**src/rtl/mips_fetch_pkg.sv**
```systemverilog
// Shared types and constants for the MIPS instruction fetch front end.
package mips_fetch_pkg;

    // Fetch sequencer states: issue request, wait for memory, hold word for decode.
    typedef enum logic [1:0] {
        FETCH = 2'd0,
        WAIT  = 2'd1,
        HOLD  = 2'd2
    } fetch_state_t;

    localparam logic [31:0] RESET_PC_DEFAULT = 32'h0000_0004;
    localparam logic [31:0] WORD_BYTES       = 32'd4;

endpackage

```
**src/rtl/instr_fetch_unit_pc_adder.sv**
```systemverilog
// Sequential-address adder: next word address after pc, wrapping at 2^32.
module instr_fetch_unit_pc_adder
    import mips_fetch_pkg::*;
(
    input  logic [31:0] pc,
    output logic [31:0] pc_plus4
);

    assign pc_plus4 = pc + WORD_BYTES;

endmodule

```
**src/rtl/instr_fetch_unit.sv**
```systemverilog
// Instruction fetch front end: owns the PC, reads instruction memory over a
// req/ack handshake, and hands each word to decode with valid/ready. The PC
// advances (sequentially or to a redirect target) only when decode accepts.
module instr_fetch_unit
    import mips_fetch_pkg::*;
#(
    parameter logic [31:0] RESET_PC = RESET_PC_DEFAULT,
    parameter int          CNT_W    = 16
) (
    input  logic             clk,
    input  logic             reset,
    output logic             mem_req,
    output logic [31:0]      mem_addr,
    input  logic             mem_ack,
    input  logic [31:0]      mem_rdata,
    output logic             instr_valid,
    input  logic             instr_ready,
    output logic [31:0]      instr,
    output logic [31:0]      instr_pc,
    output logic [31:0]      pc_plus4,
    input  logic             next_pc_valid,
    input  logic [31:0]      next_pc,
    output logic             misalign,
    output logic [CNT_W-1:0] retired_cnt
);

    fetch_state_t state;
    fetch_state_t state_next;
    logic [31:0]  pc;
    logic         ack_take;
    logic         accept;

    // The held instruction's address feeds the adder, so pc_plus4 stays
    // stable for the branch mux for as long as the instruction is held.
    instr_fetch_unit_pc_adder u_pc_adder (
        .pc       (instr_pc),
        .pc_plus4 (pc_plus4)
    );

    // State register.
    always_ff @(posedge clk) begin
        if (reset) begin
            state <= FETCH;
        end else begin
            state <= state_next;
        end
    end

    // Next-state and handshake outputs; req/valid follow the state directly,
    // so an ack is only ever honoured while a request is actually outstanding.
    always_comb begin
        state_next  = state;
        mem_req     = 1'b0;
        instr_valid = 1'b0;
        ack_take    = 1'b0;
        accept      = 1'b0;
        case (state)
            FETCH: begin
                state_next = WAIT;
            end
            WAIT: begin
                mem_req  = 1'b1;
                ack_take = mem_ack;
                if (mem_ack) begin
                    state_next = HOLD;
                end
            end
            HOLD: begin
                instr_valid = 1'b1;
                accept      = instr_ready;
                if (instr_ready) begin
                    state_next = FETCH;
                end
            end
            default: begin
                state_next = FETCH;
            end
        endcase
    end

    // PC, fetch address, captured instruction, misalign pulse and retire counter.
    // The PC is kept word-aligned at all times, so mem_addr needs no masking.
    always_ff @(posedge clk) begin
        if (reset) begin
            pc          <= {RESET_PC[31:2], 2'b00};
            mem_addr    <= 32'h0000_0000;
            instr       <= 32'h0000_0000;
            instr_pc    <= 32'h0000_0000;
            misalign    <= 1'b0;
            retired_cnt <= '0;
        end else begin
            misalign <= 1'b0;
            if (state == FETCH) begin
                mem_addr <= pc;
            end
            if (ack_take) begin
                instr    <= mem_rdata;
                instr_pc <= pc;
            end
            if (accept) begin
                retired_cnt <= retired_cnt + CNT_W'(1);
                if (next_pc_valid) begin
                    pc       <= {next_pc[31:2], 2'b00};
                    misalign <= (next_pc[1:0] != 2'b00);
                end else begin
                    pc <= pc_plus4;
                end
            end
        end
    end

endmodule

```
**config.mk**
```make
export PLATFORM = sky130hd
export DESIGN_NAME = instr_fetch_unit
export DESIGN_NICKNAME = d
export VERILOG_FILES = /design/src/rtl/mips_fetch_pkg.sv /design/src/rtl/instr_fetch_unit_pc_adder.sv /design/src/rtl/instr_fetch_unit.sv
export SDC_FILE = /design/constraint.sdc
export NUM_CORES = 1
export LEC_CHECK = 0
export ABC_AREA = 1
export CAP_MARGIN = 20
export CORE_ASPECT_RATIO = 1.5
export CORE_MARGIN = 2
export CORE_UTILIZATION = 46
export CTS_BUF_LIST = sky130_fd_sc_hd__clkbuf_16
export DETAILED_ROUTE_END_ITERATION = 6
export PLACE_DENSITY = 0.8
export SYNTH_ARGS = -nofsm -noshare
export SYNTH_HDL_FRONTEND = slang
export SYNTH_SLANG_ARGS = --single-unit
```
**constraint.sdc**
```tcl
create_clock -name clk -period 1.65 [get_ports clk]
set_input_delay 0.2475 -clock clk [delete_from_list [all_inputs] [get_ports clk]]
set_output_delay 0.2475 -clock clk [all_outputs]
set_load 0.01 [all_outputs]
```
### Word-level counts from Yosys, hierarchy flattened

Cells that the tools add are included.

* flip-flop bits (word level): 147
* bits of input ports: 69
* output and inout bits: 147
* logic and storage cells: 27

* $add $sub $neg: 2
* equal/unequal tests: 4
* mux-type cells: 8
* bitwise logic cells: 2
* reductions and logical operators: 4

Operators by type and width (number)
* $add A32 B3 Y32 const B: 1
* $mux W32: 1
* $add A16 B1 Y16 const B: 1
* $pmux W2 S3: 1
* $mux W1: 4
* $mux W2: 2
* $ne A2 B2 Y1 const B: 2
* $reduce_or A3 Y1: 1
* $eq A2 B1 Y1 const B: 1
* $eq A2 B2 Y1 const B: 1
* $logic_not A2 Y1: 1
* $not A1 Y1: 2
* $reduce_and A2 Y1: 1
* $reduce_bool A2 Y1: 1

### Longest topological paths before layout

* depth after elaboration: 4
* mapped depth: 10
* mapped depth without buffers: 10

### Cells and area by module

A second synthesis with hierarchy kept.

* cell total of the unflattened synthesis: 924
* area, all modules: 6570.1 µm²

By module, submodules not included
* instr_fetch_unit: times used 1, cells an instance 747, area an instance 5660.4 µm², sequential area each 2942.8 µm²
* instr_fetch_unit_pc_adder: times used 1, cells an instance 177, area an instance 909.6 µm², sequential area each 0.0 µm²

### Worst setup path after synthesis

OpenSTA, ideal clock, no wires.

* kind: register to output
* from: register instr_pc[2]
* to: output port pc_plus4[22]
* arrival time: 1385 ps
* required time: 1402 ps
* setup slack: 17 ps
* cell stages (with the launch flop): 8
* buffers on the path: 0
* cell sequence: dfxtp_1 -> ha_1 -> nand2_1 -> nor2_4 -> nand2_4 -> nor2_4 -> nand3_1 -> and2_1

* word-level cells in the longest chain between the ends: 1

Ends and longest elaborated chain
* start: declaration: RTL line instr_fetch_unit.sv:19 `output logic [31:0] instr_pc,`
* start signal: assignment: RTL line instr_fetch_unit.sv:98 `instr_pc <= pc;`
* $add A32 B3 Y32: RTL line instr_fetch_unit_pc_adder.sv:9 `assign pc_plus4 = pc + WORD_BYTES;`
* end: declaration: RTL line instr_fetch_unit.sv:20 `output logic [31:0] pc_plus4,`

No other way between the ends.

### Worst setup path after layout

* from: register instr_pc[2]
* to: output port pc_plus4[12]

Same word-level chain as after synthesis.

==> key figures <==
CTS
  • CTS tree: built
  • Total CTS buffers: 17
  • # hold bufs at CTS: 0
  • Clk sinks: approximately 150
  • Root Driver: clkbuf_16
  • Reg clk slew, reported paths: about 0.060 ns
  • CTS H-tree lvls: 4
  • Maximum clock insertion buffer count: 2
  • Worst-skew pair later-pin latency: about 0.42 ns

Detailed routing
  • Drt wl/cell: roughly 17 µm
  • DR iter-0 viols: 391
  • Routed Antenna Nets: 0
  • Drt pass-1 iters: 5
  • Drt drc: 0
  • Final WL: 23000 µm
  • Via Count: between 7000 and 8000
  • Via density: 5.47

Outcome
  • Status: complete, but fails checks
  • Violated checks: setup timing

GRT
  • Largest net degree at the start of global routing: 92
  • Vias in the first global route: 7469
  • First-pass GRT wire length: between 30000 and 40000 µm
  • Initial antenna violation count: 1
  • Tot GR Track Use: about 30%
  • Global route overflow: 0

Setup path
  • CP endpoint kind: output port
  • Kind of critical path: reg2out
  • Startpoint types: flop
  • CP Data Required Time: 1.40 ns
  • CP peak stage delay: 0.36 ns
  • CP most frequent cell: buf_6
  • CP max FO: 5
  • Crit path cell chain: ha_4 -> nand2_4 -> nor2_4 -> nand2_4 -> buf_6 -> nor2_4 -> buf_6 -> xor2_4 -> buf_6
  • Arrival @ worst endpoint: 1.93 ns
  • CP max-delay cell: dfxtp_2

Yosys
  • Synthesized netlist cell count: around 900
  • Distinct cells, synth: 30
  • Yosys warns: 0
  • Synth Area per Inst: 7.24 µm²
  • Synth async-reset ratio: 0%
  • Syn_nets: 965
  • Part of the Yosys area used for sequential elements: 45.5%
  • Number of synthesized register bits: approximately 150
  • Ys flop type: dfxtp_1
  • EDFF count, synth: 0
  • Synth Cell Area: 0.00647 mm²

Worst hold path
  • Hold Path Class: in2reg

Timing
  • Final Cycle Share: 132%
  • FMAX: 458 MHz
  • Worst-Margin Slew: 0.389 ns
  • Final worst slack: -0.532 ns
  • Fin. Hold Viols: 0
  • Relative slew slack: between 70 and 80%
  • Post-route clock skew: 0.0101 ns
  • Unrepaired setup endpoints after global routing: true
  • Setup Viol. Count Final: 30
  • Final hold slack: around 0.31 ns
  • Final slew viol count: 0
  • Fin crit period: 2.18 ns

Floorplan
  • CORE AREA: 0.0139 mm²
  • Starting Density: 46.7%
  • IO Pins: 216
  • Full die area: 0.0151 mm²
  • Cell Rows: 53
  • Die Y: approximately 150 µm
  • Die Width: 101 µm

Placement
  • Port Buf Inserts: 215
  • Placed cells: 1297
  • Post-DP HPWL: 14900 µm
  • Routability-driven placement congestion ratio: 0.924

Layout
  • Final cell count without fillers: about 1400
  • Multi-input logic area: 0.00344 mm²
  • Post-Route Utilization: 75.4%
  • Register area: 0.00299 mm²
  • Area Growth Syn to Fin: 61.5%
  • # nets final: 1252
  • Commonest non-fill, non-tap cells in the layout: 155 x nand2_1, 142 x clkdlybuf4s50_1, 136 x a21oi_1
  • Layout cells sized above 1: 23.6%
  • Most common cell after layout, fill and taps aside: nand2_1
  • # fillers: 967

Power
  • P_leak: 4.37 nW
  • Maximum vdd drop: a little under 800 µV
  • PD cells: approximately 900 mW/mm²

Job
  • Max-cap violations: 0
==> critical path: cells and delay by family (launching register included) <==
family	cells	cell delay, ns
adders and majority gates	1	0.15
and+or+nand+nor	4	0.40
xor gates and xnor gates	1	0.20
DFF	1	0.36
buffers and inverters	3	0.39
==> where the power goes <==
part | internal [W] | switching [W]
Combinational | 0.000649 | 0.000691
Clock | 0.00239 | 0.00159
Sequential | 0.00371 | 0.000108
==> registers in the layout, summed over array words and instances, names as in the netlist <==
| name | cells |
|---|---|
| instr | 32 |
| retired_cnt | 16 |
| state | 2 |
| mem_addr | 32 |
| misalign | 1 |
| pc | 32 |
| instr_pc | 32 |
==> per-layer routing <==
layer	GRT usage, %	routed length (µm)	vias to the layer above
li1	-	-	3503
met1	31.1	8070	3527
met2	53.4	12200	332
met3	7.12	1530	76
met4	18.6	1200	0
met5	0	0	-
==> worst paths after layout <==
kind | from | end | slack, ns | depth (start not counted)
min reg2reg | instr[7] | instr[7] | 0.46 | 2
max reg2reg | instr_pc[2] | pc[12] | -0.08 | 11
max | instr_pc[2] | pc_plus4[12] | -0.53 | 9
min | mem_ack | instr[30] | 0.31 | 4
==> area by class of cell <==
class / instances / share of cell area, %
diodes: 1 / 0.0239
well taps: 165 / 1.98
multi-input cells: 640 / 32.9
inverters: 52 / 1.87
flip-flops and latches: 147 / 28.6
clock inverters: 15 / 1.72
clock buffers: 17 / 4.07
repair buffers: 323 / 28.8
==> metrics by stage <==
stage / cell area, µm² / setup slack [ns] / TNS, ns / total power, W
after floorplan: 6470 / 0.0174 / 0 / 0.00443
after global placement: 9240 / -0.458 / -10.40 / 0.00519
after detailed placement: 9240 / -0.494 / -11.75 / 0.00520
after CTS: 10200 / -0.523 / -10.31 / 0.00912
after global routing: 10500 / -0.582 / -13.37 / 0.00945
final: 10500 / -0.532 / -11.45 / 0.00914
==> cells in the mapped netlist, types with 3 or more instances <==
library cell	number	area, µm²
nand2_1	179	672
dfxtp_1	147	2940
a21oi_1	140	701
nor2_1	103	387
o21ai_0	88	440
nand3_1	70	350
inv_1	50	188
clkbuf_1	41	154
buf_2	10	50.1
nor2_4	10	113
xor2_1	8	70.1
xor2_2	8	130
and2_1	7	43.8
nor2_2	6	37.5
nand2_2	3	18.8
==> logic make-up (layout without fill, tap and decap cells) <==
kind of cell,count (synthesis),count (layout),synth area share (%)
compound gates,235,235,18.4
simple gates,387,387,26.1
xor+xnor,16,16,3.09
other cells,0,1,0
buf+inv,107,407,6.51
fa+ha+maj,2,2,0.387
flops,147,147,45.5
==> what timing repair did <==
item                                    in CTS  in global routing
hold endpoints to repair                     0                  0
endpoints found under the setup margin      69                 45
buffers inserted                            28                  8
resized for setup                          237                 57
pin swaps                                   39                 30
Note: power is estimated with default switching activity, not from simulation.
